$ cat src/rtl/simple_pkg.sv
// Shared definitions for the SIMPLE core memory subsystem.
package simple_pkg;

    localparam int unsigned WORD_W = 16;

    // Main-memory responder FSM states
    typedef enum logic [1:0] {
        StIdle,
        StWait,
        StAcc,
        StResp
    } mem_state_t;

endpackage

$ cat src/rtl/mem_array.sv
// Single-port synchronous RAM, DEPTH x WORD_W, 1-cycle registered read.
// The read register holds its value between reads; array contents are not reset.
module mem_array
    import simple_pkg::*;
#(
    parameter int unsigned DEPTH = 256,
    parameter int unsigned IDX_W = 8
) (
    input  logic              clk,
    input  logic              rst,
    input  logic              we,
    input  logic              re,
    input  logic [IDX_W-1:0]  addr,
    input  logic [WORD_W-1:0] wdata,
    output logic [WORD_W-1:0] rdata
);

    logic [WORD_W-1:0] mem [DEPTH];

    // Array write port
    always_ff @(posedge clk) begin
        if (we) begin
            mem[addr] <= wdata;
        end
    end

    // Read register: loads only on a read, otherwise holds the last word
    always_ff @(posedge clk or negedge rst) begin
        if (!rst) begin
            rdata <= '0;
        end else if (re) begin
            rdata <= mem[addr];
        end
    end

endmodule

$ cat src/rtl/main_mem_responder.sv
// Memory-side responder for the SIMPLE core's mem_e/mem_w strobes.
// One word access per mem_e rising edge, WAIT_STATES extra cycles before the array access,
// 1-cycle rvalid pulse on completion. A sequential program loader fills the array while
// the core is not executing.
// Optional feature: define MEM_BOUNDS_CHECK_EN to suppress out-of-range accesses, return
// zero read data for them and expose an err pulse alongside rvalid.
module main_mem_responder
    import simple_pkg::*;
#(
    parameter int unsigned ADDR_W      = 8,
    parameter int unsigned DEPTH       = 256,
    parameter int unsigned WAIT_STATES = 1
) (
    input  logic              clk,
    input  logic              rst,
    input  logic              exec,
    input  logic              mem_e,
    input  logic              mem_w,
    input  logic [ADDR_W-1:0] addr,
    input  logic [WORD_W-1:0] wdata,
    output logic [WORD_W-1:0] rdata,
    output logic              rvalid,
    output logic              busy,
    output logic              ovr,
    input  logic              ld_start,
    input  logic              ld_valid,
    input  logic [WORD_W-1:0] ld_data,
    output logic              ld_ready
`ifdef MEM_BOUNDS_CHECK_EN
    ,
    output logic              err
`endif
);

    localparam int unsigned IDX_W = (DEPTH > 1) ? $clog2(DEPTH) : 1;
    localparam logic [IDX_W-1:0] PTR_LAST = IDX_W'(DEPTH - 1);

    mem_state_t        state;
    logic              mem_e_q;
    logic [3:0]        cnt;
    logic [ADDR_W-1:0] addr_q;
    logic [WORD_W-1:0] wdata_q;
    logic              wr_q;
    logic [IDX_W-1:0]  ptr;

    logic              req;
    logic              acc;
    logic              ld_fire;
    logic              acc_we;
    logic [IDX_W-1:0]  acc_idx;
    logic              ram_we;
    logic              ram_re;
    logic [IDX_W-1:0]  ram_addr;
    logic [WORD_W-1:0] ram_wdata;
    logic [WORD_W-1:0] ram_rdata;

    assign req      = mem_e & ~mem_e_q;
    assign acc      = (state == StAcc);
    assign ld_ready = (state == StIdle) & ~exec & ~req;
    assign ld_fire  = ld_valid & ld_ready;

    // Out-of-range addresses fold back into the implemented depth
    assign acc_idx = IDX_W'(32'(addr_q) % DEPTH);

`ifdef MEM_BOUNDS_CHECK_EN
    logic in_range;
    logic oob_q;

    assign in_range = (32'(addr_q) < DEPTH);
    assign acc_we   = acc & wr_q & in_range;
    // A read that fell outside the array reports zero until the next read
    assign rdata    = oob_q ? '0 : ram_rdata;

    // Track range of the last read and pulse err together with rvalid
    always_ff @(posedge clk or negedge rst) begin
        if (!rst) begin
            oob_q <= 1'b0;
            err   <= 1'b0;
        end else begin
            err <= acc & ~in_range;
            if (acc && !wr_q) begin
                oob_q <= ~in_range;
            end
        end
    end
`else
    assign acc_we = acc & wr_q;
    assign rdata  = ram_rdata;
`endif

    // Loader only writes in IDLE, so the access path owns the port whenever it is in ACC
    assign ram_we    = acc_we | ld_fire;
    assign ram_re    = acc & ~wr_q;
    assign ram_addr  = acc ? acc_idx : ptr;
    assign ram_wdata = acc ? wdata_q : ld_data;

    mem_array #(
        .DEPTH (DEPTH),
        .IDX_W (IDX_W)
    ) u_mem_array (
        .clk   (clk),
        .rst   (rst),
        .we    (ram_we),
        .re    (ram_re),
        .addr  (ram_addr),
        .wdata (ram_wdata),
        .rdata (ram_rdata)
    );

    // Access FSM with registered busy/rvalid/ovr
    always_ff @(posedge clk or negedge rst) begin
        if (!rst) begin
            state   <= StIdle;
            mem_e_q <= 1'b0;
            cnt     <= '0;
            addr_q  <= '0;
            wdata_q <= '0;
            wr_q    <= 1'b0;
            busy    <= 1'b0;
            rvalid  <= 1'b0;
            ovr     <= 1'b0;
        end else begin
            mem_e_q <= mem_e;
            rvalid  <= 1'b0;
            // A new edge during an access is dropped but remembered
            if (req && state != StIdle) begin
                ovr <= 1'b1;
            end
            unique case (state)
                StIdle: begin
                    if (req) begin
                        addr_q  <= addr;
                        wdata_q <= wdata;
                        wr_q    <= mem_w;
                        busy    <= 1'b1;
                        cnt     <= 4'(WAIT_STATES);
                        state   <= (WAIT_STATES == 0) ? StAcc : StWait;
                    end
                end
                StWait: begin
                    cnt <= cnt - 4'd1;
                    if (cnt == 4'd1) begin
                        state <= StAcc;
                    end
                end
                StAcc: begin
                    rvalid <= 1'b1;
                    state  <= StResp;
                end
                StResp: begin
                    busy  <= 1'b0;
                    state <= StIdle;
                end
            endcase
        end
    end

    // Loader pointer; ld_start wins over an increment
    always_ff @(posedge clk or negedge rst) begin
        if (!rst) begin
            ptr <= '0;
        end else if (ld_start) begin
            ptr <= '0;
        end else if (ld_fire) begin
            ptr <= (ptr == PTR_LAST) ? '0 : ptr + 1'b1;
        end
    end

endmodule

$ cat config.mk
export PLATFORM = sky130hd
export DESIGN_NAME = main_mem_responder
export DESIGN_NICKNAME = d
export VERILOG_FILES = /design/src/rtl/simple_pkg.sv /design/src/rtl/mem_array.sv /design/src/rtl/main_mem_responder.sv
export SDC_FILE = /design/constraint.sdc
export NUM_CORES = 2
export LEC_CHECK = 0
export BUFFER_PORTS_ARGS = -buffer_cell sky130_fd_sc_hd__buf_2
export CORE_UTILIZATION = 40
export CTS_CLUSTER_SIZE = 12
export DETAILED_ROUTE_END_ITERATION = 7
export GPL_ROUTABILITY_DRIVEN = 1
export GPL_TIMING_DRIVEN = 0
export HOLD_SLACK_MARGIN = 0.12
export PLACE_DENSITY = 0.53
export SYNTH_ARGS = -nofsm -noshare
export SYNTH_HDL_FRONTEND = slang
export SYNTH_SLANG_ARGS = --single-unit
$ cat constraint.sdc
create_clock -name clk -period 4.9 [get_ports clk]
set_clock_uncertainty 0.1 [all_clocks]
set_input_delay 0.245 -clock clk [delete_from_list [all_inputs] [get_ports clk]]
set_output_delay 0.245 -clock clk [all_outputs]
set_load 0.02 [all_outputs]
* After elaboration in Yosys (flattened, before gate mapping) *
Memories as Yosys holds them, arrays and structs flattened. A register that Yosys moved wholly into a read port is not among the register bits.
Index checks and enable logic that the tools add are counted.
Widths: inputs -> output; s select.

storage, ports and cells
  register bits after elaboration = 43
  latch bits = 0
  bits in writable memories = 4096
  memory bits (read-only) = 0
  bits of input ports = 47
  output and inout bits = 20
  logic and storage cells = 57
  memories = 1

cells by class
  $add $sub $neg = 2
  multiply operators = 0
  divide/modulo/power cells = 0
  $lt $le $gt $ge = 0
  equality and inequality tests = 7
  shift-type cells = 0
  muxes and demuxes = 15
  bitwise gates (word level) = 11
  reductions and logical operators = 11

memories
  name             depth  width  read ports  clocked after memory_dff  wr ports  line             text
  u_mem_array.mem  256    16     1           1                         1         mem_array.sv:18  logic [WORD_W-1:0] mem [DEPTH];

operators by type and width
  kind                 count
  $mux 8               4
  $mux 16              1
  $add 8x1->8 const B  1
  $eq 8x8->1 const B   1
  $pmux 2 s4           1
  $pmux 4 s2           1
  $reduce_and 2->1     4
  $reduce_bool 2->1    4
  $and 1x1->1          6
  $eq 2x2->1 const B   2
  $eq 4x1->1 const B   1
  $mux 1               4
  $mux 2               2
  $mux 4               1
  $ne 2x2->1 const B   2
  $not 1->1            4
  $sub 4x1->4 const B  1
  $eq 2x1->1 const B   1
  $logic_not 2->1      1
  $pmux 1 s2           1
  $logic_and 1x1->1    1
  $logic_not 1->1      1
  $or 1x1->1           1

* Logic depth before layout (Yosys ltp) *
  depth after elaboration = 8
  depth in mapped cells = 14

* Hierarchy *
Synthesis repeated with hierarchy kept, for this count alone.

unflattened totals
  cell total of the unflattened synthesis = 7180
  area, all modules = 160137.3 sq um

by module, submodules not included
  module              instances  cells each  area each (sq um)  sequential area each (sq um)
  mem_array           1          7003        157900.2           123398.3
  main_mem_responder  1          177         2237.1             1076.0

* Worst setup path after synthesis *
OpenSTA, ideal clock, no wires.

  path type = register -> register
  start point = register state[0]
  end point = memory u_mem_array.mem[0][10] (data pin)
  library setup time = 0.556 ns
  arrival time = 3.720 ns
  path slack = 0.524 ns
  cell stages (with the launch flop) = 9
  buffers on the path = 5
  cell sequence = dfrtp_1 inv_1 ha_1 buf_6 buf_2 buf_2 buf_1 clkbuf_1 mux2_2

on the way
  cells in the longest elaborated chain, start to end = 2

RTL lines
  item                    line                       text
  start, declared         main_mem_responder.sv:38   mem_state_t state;
  start signal, assigned  main_mem_responder.sv:113  state <= StIdle;
  start signal, assigned  main_mem_responder.sv:137  state <= (WAIT_STATES == 0) ? StAcc : StWait;
  start signal, assigned  main_mem_responder.sv:143  state <= StAcc;
  $eq 2x2->1              main_mem_responder.sv:58   assign acc = (state == StAcc);
  via acc                 main_mem_responder.sv:47   logic acc;
  $mux 16                 main_mem_responder.sv:95   assign ram_wdata = acc ? wdata_q : ld_data;
  via ram_wdata[10]       main_mem_responder.sv:54   logic [WORD_W-1:0] ram_wdata;
  end, declared           mem_array.sv:18

The timed path passes the listed nets, and every way through them passes these cells.

* Worst setup path after layout *
  start point = register state[0]
  end point = register u_mem_array.rdata[6], read port of u_mem_array.mem

on the way
  cells in the longest elaborated chain, start to end = 2
  elaborated cells between the ends (all ways) = 3
  classes of those cells = eq/ne (1); mux (1); bitwise (1)

RTL lines
  item                                   line                                                text
  $eq 2x2->1 (*)                         main_mem_responder.sv:58
  via acc                                main_mem_responder.sv:47
  $mux 8 or $and 1x1->1 (tied branches)  main_mem_responder.sv:94, main_mem_responder.sv:93
  end, declared                          mem_array.sv:15                                     output logic [WORD_W-1:0] rdata

Mark *: on every way through the listed nets, which the timed path passes. The rest lies on a longest branch.
A chain may end at the register's enable or synchronous reset.

==> results.sh <==
export IMPL_place_congestion=1.020
export IMPL_setup_slack_ps=-211.9
export IMPL_hold_path_class="in -> reg"
export IMPL_layoutNonFillerInstCount=13647
export IMPL_slew_viol_final=11
export IMPL_drive_above_1_share_pct=34.24
export IMPL_grt_busiest_layer="met2"
export IMPL_synth_edf_count=4096
export IMPL_dp_cells=12679
export IMPL_grt_start_max_net_pins=145
export IMPL_cts_sinks=4155
export IMPL_endpoint_kind="flop"
export IMPL_finalWirelength_microns=625300
export IMPL_worst_slew_pin_slew_ps=1573
export IMPL_grt_pass1_vias=84143
export IMPL_period_share_pct=104.3
export IMPL_cap_violations=1
export IMPL_start_util_pct=40.26
export IMPL_yosysSeqAreaShare_pct=78.60
export IMPL_first_pass_iters=8
export IMPL_grt_total_usage_pct=31.07
export IMPL_slew_headroom_pct=-4.888
export IMPL_die_h_microns=631.2
export IMPL_hold_slack_ps=170.1
export IMPL_gr_usage_met2_pct=45.68
export IMPL_portBuffers=66
export IMPL_die_x_microns=631.2
export IMPL_postSynthAreaPerCell_sq_um=22.35
export IMPL_cts_htree_levels=5
export IMPL_met1_usage_pct=39.27
export IMPL_yosysUniqueCellTypes=50
export IMPL_worstSkewPairLatency_ps=1030
export IMPL_drtAntennaViolNets=0
export IMPL_via_per_inst=6.436
export IMPL_start_kind="flop"
export IMPL_violations="capacitance limit, slew limit, setup timing"
export IMPL_drc=0
export IMPL_synth_seq_cells=4155
export IMPL_syn2layout_area_growth_pct=20.28
export IMPL_antenna_found_initial=44
export IMPL_rsz0062_at_grt="yes"
export IMPL_async_flop_share_pct=1.420
export IMPL_synth_net_count=7138
export IMPL_cts_tree="built"
export IMPL_wl_per_cell_microns=45.82
export IMPL_io_pins=67
export IMPL_irDropWorstVdd_mv=0.4403
export IMPL_required_ps=5700
export IMPL_status="finished, violations left"
export IMPL_total_power_mw=106.0
export IMPL_post_dp_hpwl_microns=428900
export IMPL_synth_warnings=0
export IMPL_p_leak_nw=59.29
export IMPL_fmax_mhz=195.6
export IMPL_vias=87827
export IMPL_use_met3_pct=10.91
export IMPL_dieArea_sq_mm=0.3984
export IMPL_syn_area_sq_mm=0.1584
export IMPL_period_minus_slack_ps=5112
export IMPL_layout_nets=8127
export IMPL_syn_inst=7084
export IMPL_cts_buffers=433
export IMPL_worstPathMaxFanout=10
export IMPL_place_ws_ps=-2064
export IMPL_synthFlopType="edfxtp_1"
export IMPL_finalHoldViolations=0
export IMPL_power_density_mw_per_mm2=556.5
export IMPL_cts_buffer_depth=4
export IMPL_setup_viol=197
export IMPL_final_setup_tns_ps=-9372
export IMPL_grt_pass1_wl_microns=808700
export IMPL_cp_arrival_ps=5910
export IMPL_crit_type="reg -> reg"
export IMPL_core_sq_mm=0.3934
export IMPL_first_iter_violations=15672
export IMPL_rows=230
export IMPL_clk_pin_slew_ps=60
export IMPL_grt_ovfl_total=0
export IMPL_cts_root_buf="clkbuf_16"
[path summary, 6_finish.rpt]
path                            slack, ps        from  cells after the start                 endpoint
worst max-delay path                 -210    state[0]                     13     u_mem_array.rdata[6]
worst min-delay path                  170  ld_data[6]                      3  u_mem_array.mem[146][6]
worst max register to register       -210    state[0]                     13     u_mem_array.rdata[6]
worst min register to register        370         ovr                      1                      ovr
max in group asynchronous            3390         rst                      4    u_mem_array.rdata[10]
min in group asynchronous             410         rst                      3               wdata_q[1]
[sequential cells by signal (all words and copies together), names as in the netlist, 2 cells and up]
name,cells
u_mem_array.mem,4096
addr_q,8
state,2
cnt,4
u_mem_array.rdata,16
wdata_q,16
ptr,8
[where the power goes]
group	total (mW)	switching [mW]	internal (mW)
Sequential	43.6	0.331	43.2
Clock	30.8	13.9	16.9
Combinational	31.6	22.3	9.26
Total	106	36.6	69.4
[kinds of logic (layout without fill, tap and decap cells)]
kind of cell	count (synthesis)	after routing	synth area share (%)
compound gates	746	746	3.406
xor+xnor	6	6	0.03319
fa+ha+maj	7	7	0.05530
buf+inv	446	1755	1.322
flops	4155	4155	78.60
mux	1071	1071	14.90
other cells	0	34	0
simple gates	653	653	1.685
[per-layer routing]
metal | wire length [microns] | part of all wire [%]
met1 | 219600 | 35
met2 | 273800 | 44
met3 | 83280 | 13
met4 | 48080 | 7.7
met5 | 534 | 0.085
[final cells by class]
| class | instances | area (sq um) |
|---|---|---|
| diodes | 34 | 85.08 |
| flip-flops and latches | 4155 | 124500 |
| clock buffers | 555 | 11470 |
| multi-input cells | 2483 | 35250 |
| fillers | 31642 | 202900 |
| plain buffers | 437 | 3122 |
| repair buffers | 555 | 8177 |
| clock inverters | 200 | 1335 |
| well taps | 5220 | 6531 |
| inverters | 8 | 30.03 |
[stage by stage]
stage               utilization (%)  instance area (sq um)
floorplan                         -                 158400
global placement              42.00                 165200
detailed placement            43.90                 172700
CTS                           48.19                 189600
global route                  48.41                 190400
finish                        48.42                 190500
[synthesized netlist by cell type (8+ instances only)]
cell type / number / area, sq um
buf_6: 22 / 247.7
mux4_2: 1024 / 23060
a21oi_1: 188 / 940.9
o41ai_1: 44 / 385.4
a21o_1: 11 / 82.58
o21ai_0: 14 / 70.07
inv_1: 8 / 30.03
dfrtp_1: 59 / 1476
nand4_1: 16 / 100.1
edfxtp_1: 4096 / 123000
buf_2: 104 / 520.5
a41oi_1: 88 / 770.7
buf_1: 65 / 244.0
nor3_1: 44 / 220.2
nor2_1: 234 / 878.3
buf_4: 33 / 247.7
nand2_1: 321 / 1205
mux2_2: 42 / 473.0
a22oi_1: 368 / 2763
clkbuf_1: 214 / 803.3
o41ai_2: 13 / 211.5
nand2b_1: 9 / 56.30
[critical path, cell delays in order (launching register included)]
cell     delay (ps)
dfrtp_1         410
inv_1           130
ha_4            250
buf_6           170
mux2_4          170
buf_6           270
buf_2           360
buf_2           660
mux4_2          410
a22oi_1         390
a21oi_1         200
o41ai_2         740
a41oi_4         420
a21o_1          260
[cells in the final DEF, fill, tap and decap left out, drive strengths merged, types with 3 or more instances in the layout]
cell / count
o32ai: 5
xor2: 3
ha: 7
edfxtp: 4096
a41oi: 88
clkinv: 179
a21o: 11
o21ai: 14
mux2: 43
a22oi: 368
dlygate4sd3: 77
nor2: 234
nor3b: 3
bufinv: 10
a21oi: 188
xnor2: 3
nand4: 16
and3: 3
nor3: 44
nand3: 4
and3b: 3
nand2b: 9
mux4: 1024
clkdlybuf4s15: 6
clkbuf: 768
dfrtp: 59
nor4b: 7
o41ai: 57
nand2: 321
buf: 694
inv: 17
diode: 34
mux2i: 4
nor2b: 3
[repair_timing]
| item | CTS | global route |
|---|---|---|
| hold buffers | 77 | 0 |
| setup endpoints to repair | 6484 | 2975 |
| endpoints found under the hold margin | 827 | 0 |
| gates resized for setup | 546 | 172 |
| buffers inserted | 78 | 24 |
| pin swaps | 56 | 33 |
No activity file was read; power rests on OpenSTA's default activity.
